==> config.mk <==
export PLATFORM = sky130hd
export DESIGN_NAME = led_sched
export DESIGN_NICKNAME = d
export VERILOG_FILES = /design/src/rtl/led_sched.sv
export SDC_FILE = /design/constraint.sdc
export NUM_CORES = 1
export LEC_CHECK = 0
export ABC_AREA = 1
export CAP_MARGIN = 20
export CORE_ASPECT_RATIO = 0.75
export CORE_MARGIN = 4
export CORE_UTILIZATION = 55
export CTS_BUF_LIST = sky130_fd_sc_hd__clkbuf_8
export CTS_CLUSTER_SIZE = 30
export DETAILED_ROUTE_END_ITERATION = 6
export GPL_TIMING_DRIVEN = 1
export HOLD_SLACK_MARGIN = 0.06
export PLACE_DENSITY = 0.77
export SKIP_CTS_REPAIR_TIMING = 1
export SLEW_MARGIN = 0
export SYNTH_ARGS = -nofsm -noshare
export SYNTH_HDL_FRONTEND = slang
export SYNTH_SLANG_ARGS = --single-unit
export TNS_END_PERCENT = 1
==> constraint.sdc <==
create_clock -name clk -period 2.35 [get_ports clk]
set_clock_uncertainty 0.1 [all_clocks]
set_input_delay 0.47 -clock clk [delete_from_list [all_inputs] [get_ports clk]]
set_output_delay 0.47 -clock clk [all_outputs]
set_load 0.01 [all_outputs]
==> src/rtl/led_sched.sv <==
// Purpose: two-requester round-robin LED pattern player; a granted job plays
//          (rep+1) A/B cycles, each phase holding led for HALF_PERIOD clocks.
// Latency/backpressure: grant one edge after a request is seen in IDLE; requests
//          are simply left pending while busy, abort kills a job on the next edge.
// Ports: clk/rst_n (async active-low); req[1:0] level requests; pat0/pat1
//        {phaseB,phaseA} LED values; rep0/rep1 repeat counts; abort cancel;
//        gnt one-hot grant pulse; owner current/last job index; busy while
//        playing; done normal-completion pulse; led registered LED drive.
module led_sched #(
  parameter int unsigned HALF_PERIOD = 200_000_000,
  parameter int unsigned CNT_W       = 32
) (
  input  logic       clk,
  input  logic       rst_n,
  input  logic [1:0] req,
  input  logic [3:0] pat0,
  input  logic [3:0] pat1,
  input  logic [7:0] rep0,
  input  logic [7:0] rep1,
  input  logic       abort,
  output logic [1:0] gnt,
  output logic       owner,
  output logic       busy,
  output logic       done,
  output logic [1:0] led
);

  typedef enum logic [1:0] {IDLE, PH_A, PH_B} state_t;

  localparam logic [CNT_W-1:0] LAST = CNT_W'(HALF_PERIOD - 1);

  state_t           state_q;
  logic [CNT_W-1:0] cnt_q;
  logic [3:0]       pat_q;
  logic [7:0]       rem_q;
  logic             prio_q;   // requester that wins a simultaneous request
  logic [1:0]       gnt_q;
  logic             owner_q;
  logic             busy_q;
  logic             done_q;
  logic [1:0]       led_q;

  // Arbitration winner and its job parameters, evaluated only in IDLE.
  logic       pick_d;
  logic [3:0] sel_pat_d;
  logic [7:0] sel_rep_d;
  logic       last_d;

  always_comb begin
    pick_d    = 1'b0;
    if (req == 2'b11) pick_d = prio_q;
    else              pick_d = req[1];
    sel_pat_d = pick_d ? pat1 : pat0;
    sel_rep_d = pick_d ? rep1 : rep0;
    last_d    = (cnt_q == LAST);
  end

  always_ff @(posedge clk or negedge rst_n) begin
    if (!rst_n) begin
      state_q <= IDLE;
      cnt_q   <= '0;
      pat_q   <= '0;
      rem_q   <= '0;
      prio_q  <= 1'b0;
      gnt_q   <= 2'b00;
      owner_q <= 1'b0;
      busy_q  <= 1'b0;
      done_q  <= 1'b0;
      led_q   <= 2'b00;
    end else begin
      // Both pulses default low so each lasts exactly one cycle.
      gnt_q  <= 2'b00;
      done_q <= 1'b0;
      case (state_q)
        IDLE: begin
          if (|req) begin
            gnt_q   <= pick_d ? 2'b10 : 2'b01;
            owner_q <= pick_d;
            prio_q  <= ~pick_d;
            pat_q   <= sel_pat_d;
            rem_q   <= sel_rep_d;
            cnt_q   <= '0;
            led_q   <= sel_pat_d[1:0];
            busy_q  <= 1'b1;
            state_q <= PH_A;
          end
        end
        PH_A: begin
          if (abort) begin
            state_q <= IDLE;
            led_q   <= 2'b00;
            cnt_q   <= '0;
            busy_q  <= 1'b0;
          end else if (last_d) begin
            cnt_q   <= '0;
            led_q   <= pat_q[3:2];
            state_q <= PH_B;
          end else begin
            cnt_q <= cnt_q + 1'b1;
          end
        end
        PH_B: begin
          // Abort takes precedence over the final edge, so no done pulse.
          if (abort) begin
            state_q <= IDLE;
            led_q   <= 2'b00;
            cnt_q   <= '0;
            busy_q  <= 1'b0;
          end else if (last_d) begin
            cnt_q <= '0;
            if (rem_q != 8'd0) begin
              rem_q   <= rem_q - 8'd1;
              led_q   <= pat_q[1:0];
              state_q <= PH_A;
            end else begin
              led_q   <= 2'b00;
              done_q  <= 1'b1;
              busy_q  <= 1'b0;
              state_q <= IDLE;
            end
          end else begin
            cnt_q <= cnt_q + 1'b1;
          end
        end
        default: begin
          state_q <= IDLE;
          busy_q  <= 1'b0;
          led_q   <= 2'b00;
          cnt_q   <= '0;
        end
      endcase
    end
  end

  assign gnt   = gnt_q;
  assign owner = owner_q;
  assign busy  = busy_q;
  assign done  = done_q;
  assign led   = led_q;

endmodule
; Word-level counts from Yosys, hierarchy flattened
; Index checks and enable logic that the tools add are counted.
[word_totals]
reg_bits = 54
latchBits = 0
ram_bits = 0
romBits = 0
input_bits = 29
out_inout_bits = 7
wordCells = 73
mem_count = 0
[op_classes]
add_sub_neg = 2
n_mul = 0
n_div = 0
magnitude_cmp = 0
n_eq_ne = 12
shift = 0
mux = 39
bitwise = 1
n_reduce_logical = 9
[ops]
columns = operator, count
row1 = $mux W32, 3
row2 = $pmux W32 S2, 1
row3 = $mux W8, 5
row4 = $add A32 B1 Y32 const B, 1
row5 = $eq A32 B28 Y1 const B, 1
row6 = $mux W2, 14
row7 = $pmux W8 S2, 1
row8 = $pmux W2 S3, 2
row9 = $mux W1, 11
row10 = $ne A2 B2 Y1 const B, 5
row11 = $ne A3 B3 Y1 const B, 3
row12 = $reduce_bool A8 Y1, 1
row13 = $sub A8 B1 Y8 const B, 1
row14 = $reduce_and A5 Y1, 1
row15 = $eq A2 B2 Y1 const B, 2
row16 = $mux W4, 1
row17 = $reduce_and A4 Y1, 1
row18 = $reduce_or A2 Y1, 2
row19 = $pmux W1 S3, 1
row20 = $reduce_and A3 Y1, 1
row21 = $eq A2 B1 Y1 const B, 1
row22 = $logic_not A2 Y1, 1
row23 = $reduce_and A2 Y1, 1
row24 = $reduce_bool A2 Y1, 1
row25 = $not A1 Y1, 1

; Longest topological paths before layout
; Gate-level depths: netlist (run 1).
[depth]
word_depth = 5
depth_mapped = 11
ltp_nobuf = 11

; Worst setup path before layout (run 1)
; OpenSTA, ideal clock, no wires.
[synth_timing]
path_kind = register to register
start = register state_q[0]
end = register rem_q[3]
setup_time_ns = 0.118
arrival_time_ns = 1.499
t_required_ns = 2.132
path_slack_ns = 0.633
stages_incl_launch_ff = 11
n_path_buf = 0
period_less_slack_ns = 1.717
cell_sequence = dfrtp_1 inv_1 ha_1 inv_2 nor2_1 inv_2 nand2_1 a21oi_2 nand2_4 nand2_1 nand2_1
[synth_via]
elab_chain_cells = 3
word_cells_on_any_way = 9
classes_between = 5 x eq/ne / 1 x mux / 3 x reduce/logical
[synth_rtl]
columns = item, line
row1 = from (decl), 32  ; state_t state_q;
row2 = from (signal assigned), 60  ; state_q <= IDLE;
row3 = from (signal assigned), 85  ; state_q <= PH_A;
row4 = from (signal assigned), 90  ; state_q <= IDLE;
row5 = $eq A2 B2 Y1 or $logic_not A2 Y1 (tied branches), 74  ; case (state_q)
row6 = $ne A2 B2 Y1 (no line) or $reduce_bool A2 Y1 (tied branches), --
row7 = $reduce_and A5 Y1 (no line), --
row8 = to (signal assigned), 81  ; rem_q <= sel_rep_d;
row9 = to (signal assigned), 112  ; rem_q <= rem_q - 8'd1;
row10 = to (decl), 35  ; logic [7:0] rem_q;
; Several ways; a longest one is shown, not always the timed one.
; A chain may end at the register's enable or synchronous reset.

; Worst setup path in the final report (run 1)
[layout_timing]
start = register state_q[0]
end = register rem_q[7]
; Same word-level chain as after synthesis.

==> results of run 1 <==
-- layout make-up --
| type | instances | area [sq um] |
|---|---|---|
| timing repair buffer | 44 | 440 |
| sequential | 54 | 1350 |
| clock buffer | 5 | 68.8 |
| multi-input combinational | 375 | 1830 |
| tap | 78 | 97.6 |
| fill | 536 | 1930 |
| inverter | 59 | 224 |
| clock inverter | 2 | 7.51 |
-- metal layers --
layer  up-vias  routed length (microns)  share of wire
li1       1675                        -              -
met5         -                        0              0
met1      1536                     4480           0.51
met2       105                     3620           0.41
met3         8                      565          0.065
met4         0                       73         0.0083
-- worst max path at each step --
stage / start / to / slack, ps / cells after the start
final: state_q[0] / rem_q[7] / 350 / 11
after global routing: state_q[0] / led[0] / 100 / 10
after CTS: state_q[0] / led[0] / 340 / 10
after detailed placement: req[1] / rem_q[6] / 120 / 10
after global placement: req[1] / rem_q[7] / 160 / 10
after floorplan: state_q[0] / rem_q[3] / 630 / 10
-- synth_stat cells (all sizes together) --
library cell  instances
o21bai                1
dfrtp                54
o22ai                 1
inv                  58
nor3                 17
clkinv                1
and2                  1
clkbuf                4
xor2                 13
or2                   1
nor4b                 1
nand3                42
xnor2                 2
ha                    7
nand2               130
nor4                  2
a31oi                 2
a21oi                11
nor2                 94
nand4                16
buf                   5
o31ai                 1
o21ai                31
nor3b                 1
o21a                  1
-- power breakdown --
| group | leakage, nW | total, mW | internal [mW] | switching [mW] |
|---|---|---|---|---|
| logic | 1.06 | 1.30 | 0.485 | 0.817 |
| registers | 0.720 | 1.24 | 1.11 | 0.126 |
| clock network | 0.0466 | 0.502 | 0.198 | 0.304 |
-- placed cells by master (no fill, tap or decap), types with 2 or more instances in the layout --
master	synthesis	routed
nand4_1	16	16
a21oi_1	10	10
nand2_1	125	125
clkdlybuf4s50_1	0	34
nor3_2	2	2
inv_2	4	4
nand2_2	3	3
xor2_1	13	13
o21ai_0	29	29
nor2_1	89	89
nor2_4	3	3
nand3_1	41	41
nor2_2	2	2
buf_12	0	2
nand2_4	2	2
dfrtp_1	54	54
inv_1	53	55
xnor2_1	2	2
nor3_1	15	15
a31oi_1	2	2
ha_1	7	7
clkbuf_8	0	5
nor4_1	2	2
buf_4	0	6
-- metrics by stage --
step / total power, mW / utilization / setup WS, ps / instances
after global routing: 3.31 / 0.676 / 97.6 / 617
final: 3.04 / 0.676 / 351 / 617
after floorplan: 2.13 / - / 633 / 497
after global placement: 2.52 / 0.661 / 160 / 609
after detailed placement: 2.55 / 0.661 / 122 / 609
after CTS: 3.05 / 0.674 / 339 / 616
-- logic make-up after synthesis --
group,Yosys count,synth area share
compound gates,48,0.0771
xor+xnor,15,0.0380
fa+ha+maj,7,0.0253
buf+inv,68,0.0800
flops,54,0.391
simple gates,305,0.388
-- state kept, by name, indices dropped and copies added, names as in the netlist --
| signal | count |
|---|---|
| busy | 1 |
| cnt_q | 32 |
| done | 1 |
| gnt | 2 |
| led | 2 |
| owner | 1 |
| pat_q | 4 |
| prio_q | 1 |
| rem_q | 8 |
| state_q | 2 |
-- worst max-delay path, cell delays in order, from the launching register on --
cell and delay (ps):
dfrtp_1 410, inv_1 80, ha_1 200, inv_2 130, nor2_1 90, inv_2 250, nand2_1 120, a21oi_2 110
buf_4 180, nand2_4 90, nand2_1 80, nand2_1 50
==> results.yml, run 1 <==
placement:
  numPortBuffers: 35
  placed_cell_area_sq_um: 3930
  hpwl_microns: 6770
  gp_congestion: 0.986
floorplanning:
  io_pins: 36
  core-area_sq_um: 5950
  die_x_microns: 99.5
  start_util: 0.581
  die_h_microns: 76.6
  rows: 24
  die-area_sq_um: 7630
min_path:
  min_path_type: "flop to flop"
  min_path_cells: 2
  min_from: "rem_q[1]"
  whs_endpoint: "rem_q[1]"
sta:
  finalHoldViolCount: 0
  drv_slew: 0
  worst_hold_slack_ps: 390
  finalCriticalPeriod_ps: 2000
  clock.fmax_ghz: 0.500
  max_slew_margin: 0.658
  finalCritPeriodShare: 0.851
  setup_tns_ps: 0
  setup_viol: 0
  tightest_slew_ps: 508
  rsz0062_at_grt: "no"
setup_path:
  critPathRequiredTime_ps: 2470
  worstPathMaxFanout: 15
  end_kind: "flop"
  cp.arrival_ps: 2120
  critPathKind: "flop to flop"
  start_kind: "flop"
  rr_worst_depth: 11
  r2r_end: "rem_q[7]"
  rrSetupSlack_ps: 350
  r2r_start: "state_q[0]"
global_routing:
  grt_first_pass_wirelength_microns: 14900
  grt-busiest-layer: "met1"
  grt_pass1_vias: 3074
  grt_max_degree: 26
  grt_util_met1: 0.387
  grtUsageTotal: 0.242
  use_met2: 0.339
  use_met3: 0.0430
  overflow: 0
  antenna_found_initial: 0
clocking:
  cts_buffers: 5
  clk_pin_slew_ps: 100
  htreeDepth: 2
  cts_sinks: 54
  clk_latency_ps: 320
  cts.path.max_buffers: 2
  cts_tree: "done"
  cts_root_buffer: "clkbuf_8"
drt:
  vias: 3324
  drcViolationCount: 0
  drt-pass1-iter-count: 5
  ant_nets: 0
  drt_iter0_markers: 267
  via_per_inst: 5.39
  routed_wl_microns: 8740
  wl_per_cell_microns: 14.2
synth:
  ys_seq_elements: 54
  synth_cell_types: 37
  syn_area_per_cell_sq_um: 6.95
  syn_inst: 497
  synth_top_area_frac: 0.391
  synth.largest_area_cell: "dfrtp_1"
  synthesis.nets: 533
  syn-cell-area_sq_um: 3460
  synth_area_leaders: "dfrtp_1, nand2_1, nor2_1, nand3_1, inv_1"
  synth_warnings: 0
  yosysSeqAreaShare: 0.391
finish:
  nets: 575
  drive_above_1_share: 0.0631
  diodes: 0
  design_area_sq_um: 4020
  syn_to_final_growth_pct: 16.3
power:
  max-vdd-ir-drop_mv: 0.549
  p_leak_nw: 1.83
  p_per_area_nw_per_um2: 758
run:
  cap_viol_max_count: 0
outcome:
  run_status: "completed"
Note: power is estimated with default switching activity, not from simulation.
==> inputs of run 2 (changes only) <==
--- a/config.mk
+++ b/config.mk
@@ -9,13 +9,13 @@
 export CAP_MARGIN = 20
 export CORE_ASPECT_RATIO = 0.75
 export CORE_MARGIN = 4
-export CORE_UTILIZATION = 55
-export CTS_BUF_LIST = sky130_fd_sc_hd__clkbuf_8
+export CORE_UTILIZATION = 45
+export CTS_BUF_LIST = sky130_fd_sc_hd__clkbuf_16
 export CTS_CLUSTER_SIZE = 30
 export DETAILED_ROUTE_END_ITERATION = 6
 export GPL_TIMING_DRIVEN = 1
 export HOLD_SLACK_MARGIN = 0.06
-export PLACE_DENSITY = 0.77
+export PLACE_DENSITY = 0.65
 export SKIP_CTS_REPAIR_TIMING = 1
 export SLEW_MARGIN = 0
 export SYNTH_ARGS = -nofsm -noshare
==> results.yml, run 2 (same netlist as run 1, synthesis figures left out) <==
setup_path:
  rr_worst_depth: 11
  rrSetupSlack_ps: 290
  cp_num_buf_inv: 3
  cpMostUsedCell: "nand2_1"
  critPathRequiredTime_ps: 2470
  cp_top_family: "simple AND/OR/NAND/NOR gates"
  critPathKind: "flop to flop"
  end_kind: "flop"
  cp_slowest_stage_delay_ps: 400
  r2r_end: "cnt_q[26]"
  cp.arrival_ps: 2180
  r2r_start: "state_q[0]"
  worstPathMaxFanout: 16
  path_cells: "inv_1 > ha_1 > inv_2 > nor2_1 > inv_2 > nand2_1 > nor2_1 > nand2_1 > nand2_1 > nand2_1 > nor2_1"
  cpMaxStageDelayCell: "dfrtp_1"
  start_kind: "flop"
floorplanning:
  start_util: 0.467
  rows: 27
  die_h_microns: 83.9
  die-area_sq_um: 9160
  io_pins: 36
  core-area_sq_um: 7400
  die_x_microns: 109
placement:
  gp_congestion: 0.972
  hpwl_microns: 6370
  numPortBuffers: 35
  dp_cells: 634
finish:
  syn_to_final_growth_pct: 18.8
  layout_commonest_cell: "nand2_1"
  fillers: 700
  largest_reg_flops: 32
  diodes: 0
  reg_top3: "cnt_q x32, rem_q x8, pat_q x4"
  drive_above_1_share: 0.0702
  largest-register: "cnt_q"
  nets: 576
  layout_common_cells: "nand2_1, nor2_1, dfrtp_1, inv_1, nand3_1"
  instances_no_fill: 642
clocking:
  cts_tree: "done"
  htreeDepth: 2
  cts.path.max_buffers: 2
  clk_pin_slew_ps: 70
  cts_sinks: 54
  cts_buffers: 5
  clk_latency_ps: 290
  cts_root_buffer: "clkbuf_16"
drt:
  via_per_inst: 5.07
  wl_per_cell_microns: 12.8
  drt-pass1-iter-count: 5
  vias: 3255
  ant_nets: 0
  drt_iter0_markers: 211
  routed_wl_microns: 8240
  drcViolationCount: 0
power:
  max-vdd-ir-drop_mv: 0.436
  power.internal_mw: 2.00
  pwr-share-seq: 0.379
  p_total_mw: 3.27
  switching_share: 0.387
  combinationalPowerShare: 0.401
  p_leak_nw: 1.85
  p_per_area_nw_per_um2: 797
  pwr-share-clk: 0.220
  p_sw_mw: 1.27
run:
  cap_viol_max_count: 0
min_path:
  min_path_type: "primary input to async pin"
sta:
  finalHoldViolCount: 0
  tightest_slew_ps: 551
  finalCritPeriodShare: 0.877
  drv_slew: 0
  finalCriticalPeriod_ps: 2060
  rsz0062_at_grt: "no"
  max_slew_margin: 0.629
  setup_viol: 0
  setup_tns_ps: 0
  clock.fmax_ghz: 0.485
global_routing:
  grt_pass1_vias: 3045
  antenna_found_initial: 0
  grt_first_pass_wirelength_microns: 14400
  grt_max_degree: 36
  overflow: 0
  grtUsageTotal: 0.194
outcome:
  run_status: "completed"
==> run 2: area by class of cell <==
cell class	instances	area (sq um)	share of cell area
Multi-Input combinational cell	375	1830	0.445
Sequential cell	54	1350	0.329
Timing Repair Buffer	45	433	0.105
Inverter	59	224	0.0546
Tap cell	101	126	0.0308
Clock buffer	5	125	0.0305
Clock inverter	3	16.3	0.00396
==> run 2: routing by layer <==
metal | track usage | part of all wire | vias to the layer above
met5 | 0 | 0 | -
met4 | 0.0351 | 0.0095 | 0
li1 | - | - | 1680
met1 | 0.310 | 0.54 | 1494
met2 | 0.271 | 0.40 | 75
met3 | 0.0348 | 0.051 | 6
==> run 2: power by group through the flow <==
stage               combinational [mW]  sequential (mW)  clock [mW]
finish                            1.31             1.24       0.721
global route                      1.50             1.26       0.783
CTS                               1.32             1.24       0.748
detailed placement                1.31             1.25           0
global placement                  1.29             1.25           0
floorplan                        0.884             1.25           0
==> run 2: stage by stage <==
step | hold slack, ps | setup WS, ps | util | instance area, sq um
after floorplan | 74.4 | 633 | - | 3460
after global placement | 358 | 152 | 0.536 | 3960
after detailed placement | 364 | 116 | 0.536 | 3960
after CTS | 55.6 | 320 | 0.555 | 4100
after global routing | 68.5 | 147 | 0.555 | 4100
final | 39.2 | 290 | 0.555 | 4100
==> run 2: how the worst max path moves through the flow <==
stage               start  depth (start not counted)   endpoint
2_1_floorplan  state_q[0]                         10   rem_q[3]
3_3_place_gp       req[1]                          9  cnt_q[26]
3_5_place_dp       req[1]                         10  cnt_q[26]
4_1_cts        state_q[0]                         11  cnt_q[26]
5_1_grt        state_q[0]                         11  cnt_q[26]
6_report       state_q[0]                         11  cnt_q[26]
==> inputs of run 3 (changes only) <==
--- a/config.mk
+++ b/config.mk
@@ -9,13 +9,13 @@
 export CAP_MARGIN = 20
 export CORE_ASPECT_RATIO = 0.75
 export CORE_MARGIN = 4
-export CORE_UTILIZATION = 45
+export CORE_UTILIZATION = 57
 export CTS_BUF_LIST = sky130_fd_sc_hd__clkbuf_16
 export CTS_CLUSTER_SIZE = 30
 export DETAILED_ROUTE_END_ITERATION = 6
 export GPL_TIMING_DRIVEN = 1
 export HOLD_SLACK_MARGIN = 0.06
-export PLACE_DENSITY = 0.65
+export PLACE_DENSITY = 0.79
 export SKIP_CTS_REPAIR_TIMING = 1
 export SLEW_MARGIN = 0
 export SYNTH_ARGS = -nofsm -noshare
==> results.yml, run 3 (same netlist as run 1, synthesis figures left out) <==
clocking:
  cts_sinks: 54
  clk_pin_slew_ps: 70
  htreeDepth: 2
  cts_root_buffer: "clkbuf_16"
  cts_tree: "done"
  cts_buffers: 5
  cts.path.max_buffers: 2
  clk_latency_ps: 290
floorplanning:
  die_x_microns: 97.9
  rows: 24
  io_pins: 36
  core-area_sq_um: 5860
  die-area_sq_um: 7390
  die_h_microns: 75.4
  start_util: 0.590
finish:
  layout_commonest_cell: "nand2_1"
  fillers: 500
  design_area_sq_um: 4090
  multi_input_area_sq_um: 1830
  regArea_sq_um: 1350
  largest_reg_flops: 32
  reg_top3: "cnt_q x32, rem_q x8, pat_q x4"
  layout_common_cells: "nand2_1, nor2_1, inv_1, dfrtp_1, nand3_1"
  syn_to_final_growth_pct: 18.2
  largest-register: "cnt_q"
  nets: 574
  diodes: 0
  drive_above_1_share: 0.0668
global_routing:
  grt_first_pass_wirelength_microns: 14700
  antenna_found_initial: 0
  grtUsageTotal: 0.244
  overflow: 0
  grt_max_degree: 34
  grt_pass1_vias: 3077
placement:
  hpwl_microns: 6620
  placed_cell_area_sq_um: 3920
  gp_congestion: 1.05
  numPortBuffers: 35
sta:
  setup_tns_ps: 0
  finalHoldViolCount: 0
  max_slew_margin: 0.632
  drv_slew: 0
  tightest_slew_ps: 546
  setup_viol: 0
  rsz0062_at_grt: "no"
  finalCritPeriodShare: 0.892
  clock.fmax_ghz: 0.477
  finalCriticalPeriod_ps: 2100
drt:
  drt-pass1-iter-count: 5
  drcViolationCount: 0
  drt_iter0_markers: 407
  vias: 3349
  wl_per_cell_microns: 13.9
  ant_nets: 0
  routed_wl_microns: 8580
  via_per_inst: 5.43
setup_path:
  critPathKind: "flop to flop"
  cp.arrival_ps: 2170
  start_kind: "flop"
  rrSetupSlack_ps: 250
  worstPathMaxFanout: 21
  critPathRequiredTime_ps: 2420
  end_kind: "flop"
run:
  cap_viol_max_count: 0
power:
  p_leak_nw: 1.85
  p_per_area_nw_per_um2: 824
  max-vdd-ir-drop_mv: 0.586
outcome:
  run_status: "completed"
min_path:
  min_path_type: "primary input to async pin"
-- run 3: changes by cell type in the layout (fill, tap and decap cells not counted), sizes merged --
| cell | before | now |
|---|---|---|
| bufinv | 0 | 1 |
| clkinv | 3 | 1 |
| buf | 11 | 9 |
| inv | 58 | 59 |
-- run 3: cell type report --
cell class              count  share of cell area
repair buffers             43               0.102
flip-flops and latches     54               0.331
clock inverters             3              0.0101
inverters                  59              0.0548
well taps                  78              0.0239
multi-input cells         375               0.447
clock buffers               5              0.0306
-- run 3: final timing paths --
| check | startpoint | depth (start not counted) | to |
|---|---|---|---|
| max reg2reg | state_q[0] | 11 | rem_q[1] |
| max | state_q[0] | 11 | rem_q[1] |
| min | rst_n | 1 | cnt_q[10] |
| min reg2reg | pat_q[0] | 2 | pat_q[0] |
| max in group asynchronous | rst_n | 2 | cnt_q[31] |
| min in group clk | pat_q[0] | 2 | pat_q[0] |
-- run 3: where the power goes --
| group | internal, mW | switching (mW) |
|---|---|---|
| clock | 0.499 | 0.322 |
| combinational | 0.479 | 0.817 |
| sequential | 1.12 | 0.133 |
-- run 3: routing by layer --
metal | track usage | vias to the layer above | routed length, microns
li1 | - | 1678 | -
met1 | 0.377 | 1538 | 4180
met2 | 0.362 | 127 | 3630
met3 | 0.0448 | 6 | 711
met4 | 0.0415 | 0 | 58
met5 | 0 | - | 0
-- run 3: metrics by stage --
step | cells | hold WS, ps | total power [mW] | utilization | worst slack (ps)
2_1_floorplan | 497 | 74.4 | 2.13 | - | 633
3_3_place_gp | 609 | 366 | 2.50 | 0.669 | 118
3_5_place_dp | 609 | 374 | 2.55 | 0.669 | 63.1
4_1_cts | 617 | 76.2 | 3.38 | 0.698 | 263
5_1_grt | 617 | 97.7 | 3.63 | 0.698 | 14.0
6_report | 617 | 57.4 | 3.37 | 0.698 | 253
-- run 3: critical path, cell delays in order (launching register included) --
cell	delay [ps]
dfrtp_1	420
inv_1	90
ha_1	210
inv_2	140
nor2_1	90
inv_2	310
nand2_1	120
a21oi_2	110
buf_4	170
nand2_4	90
nand2_1	70
nand2_1	50
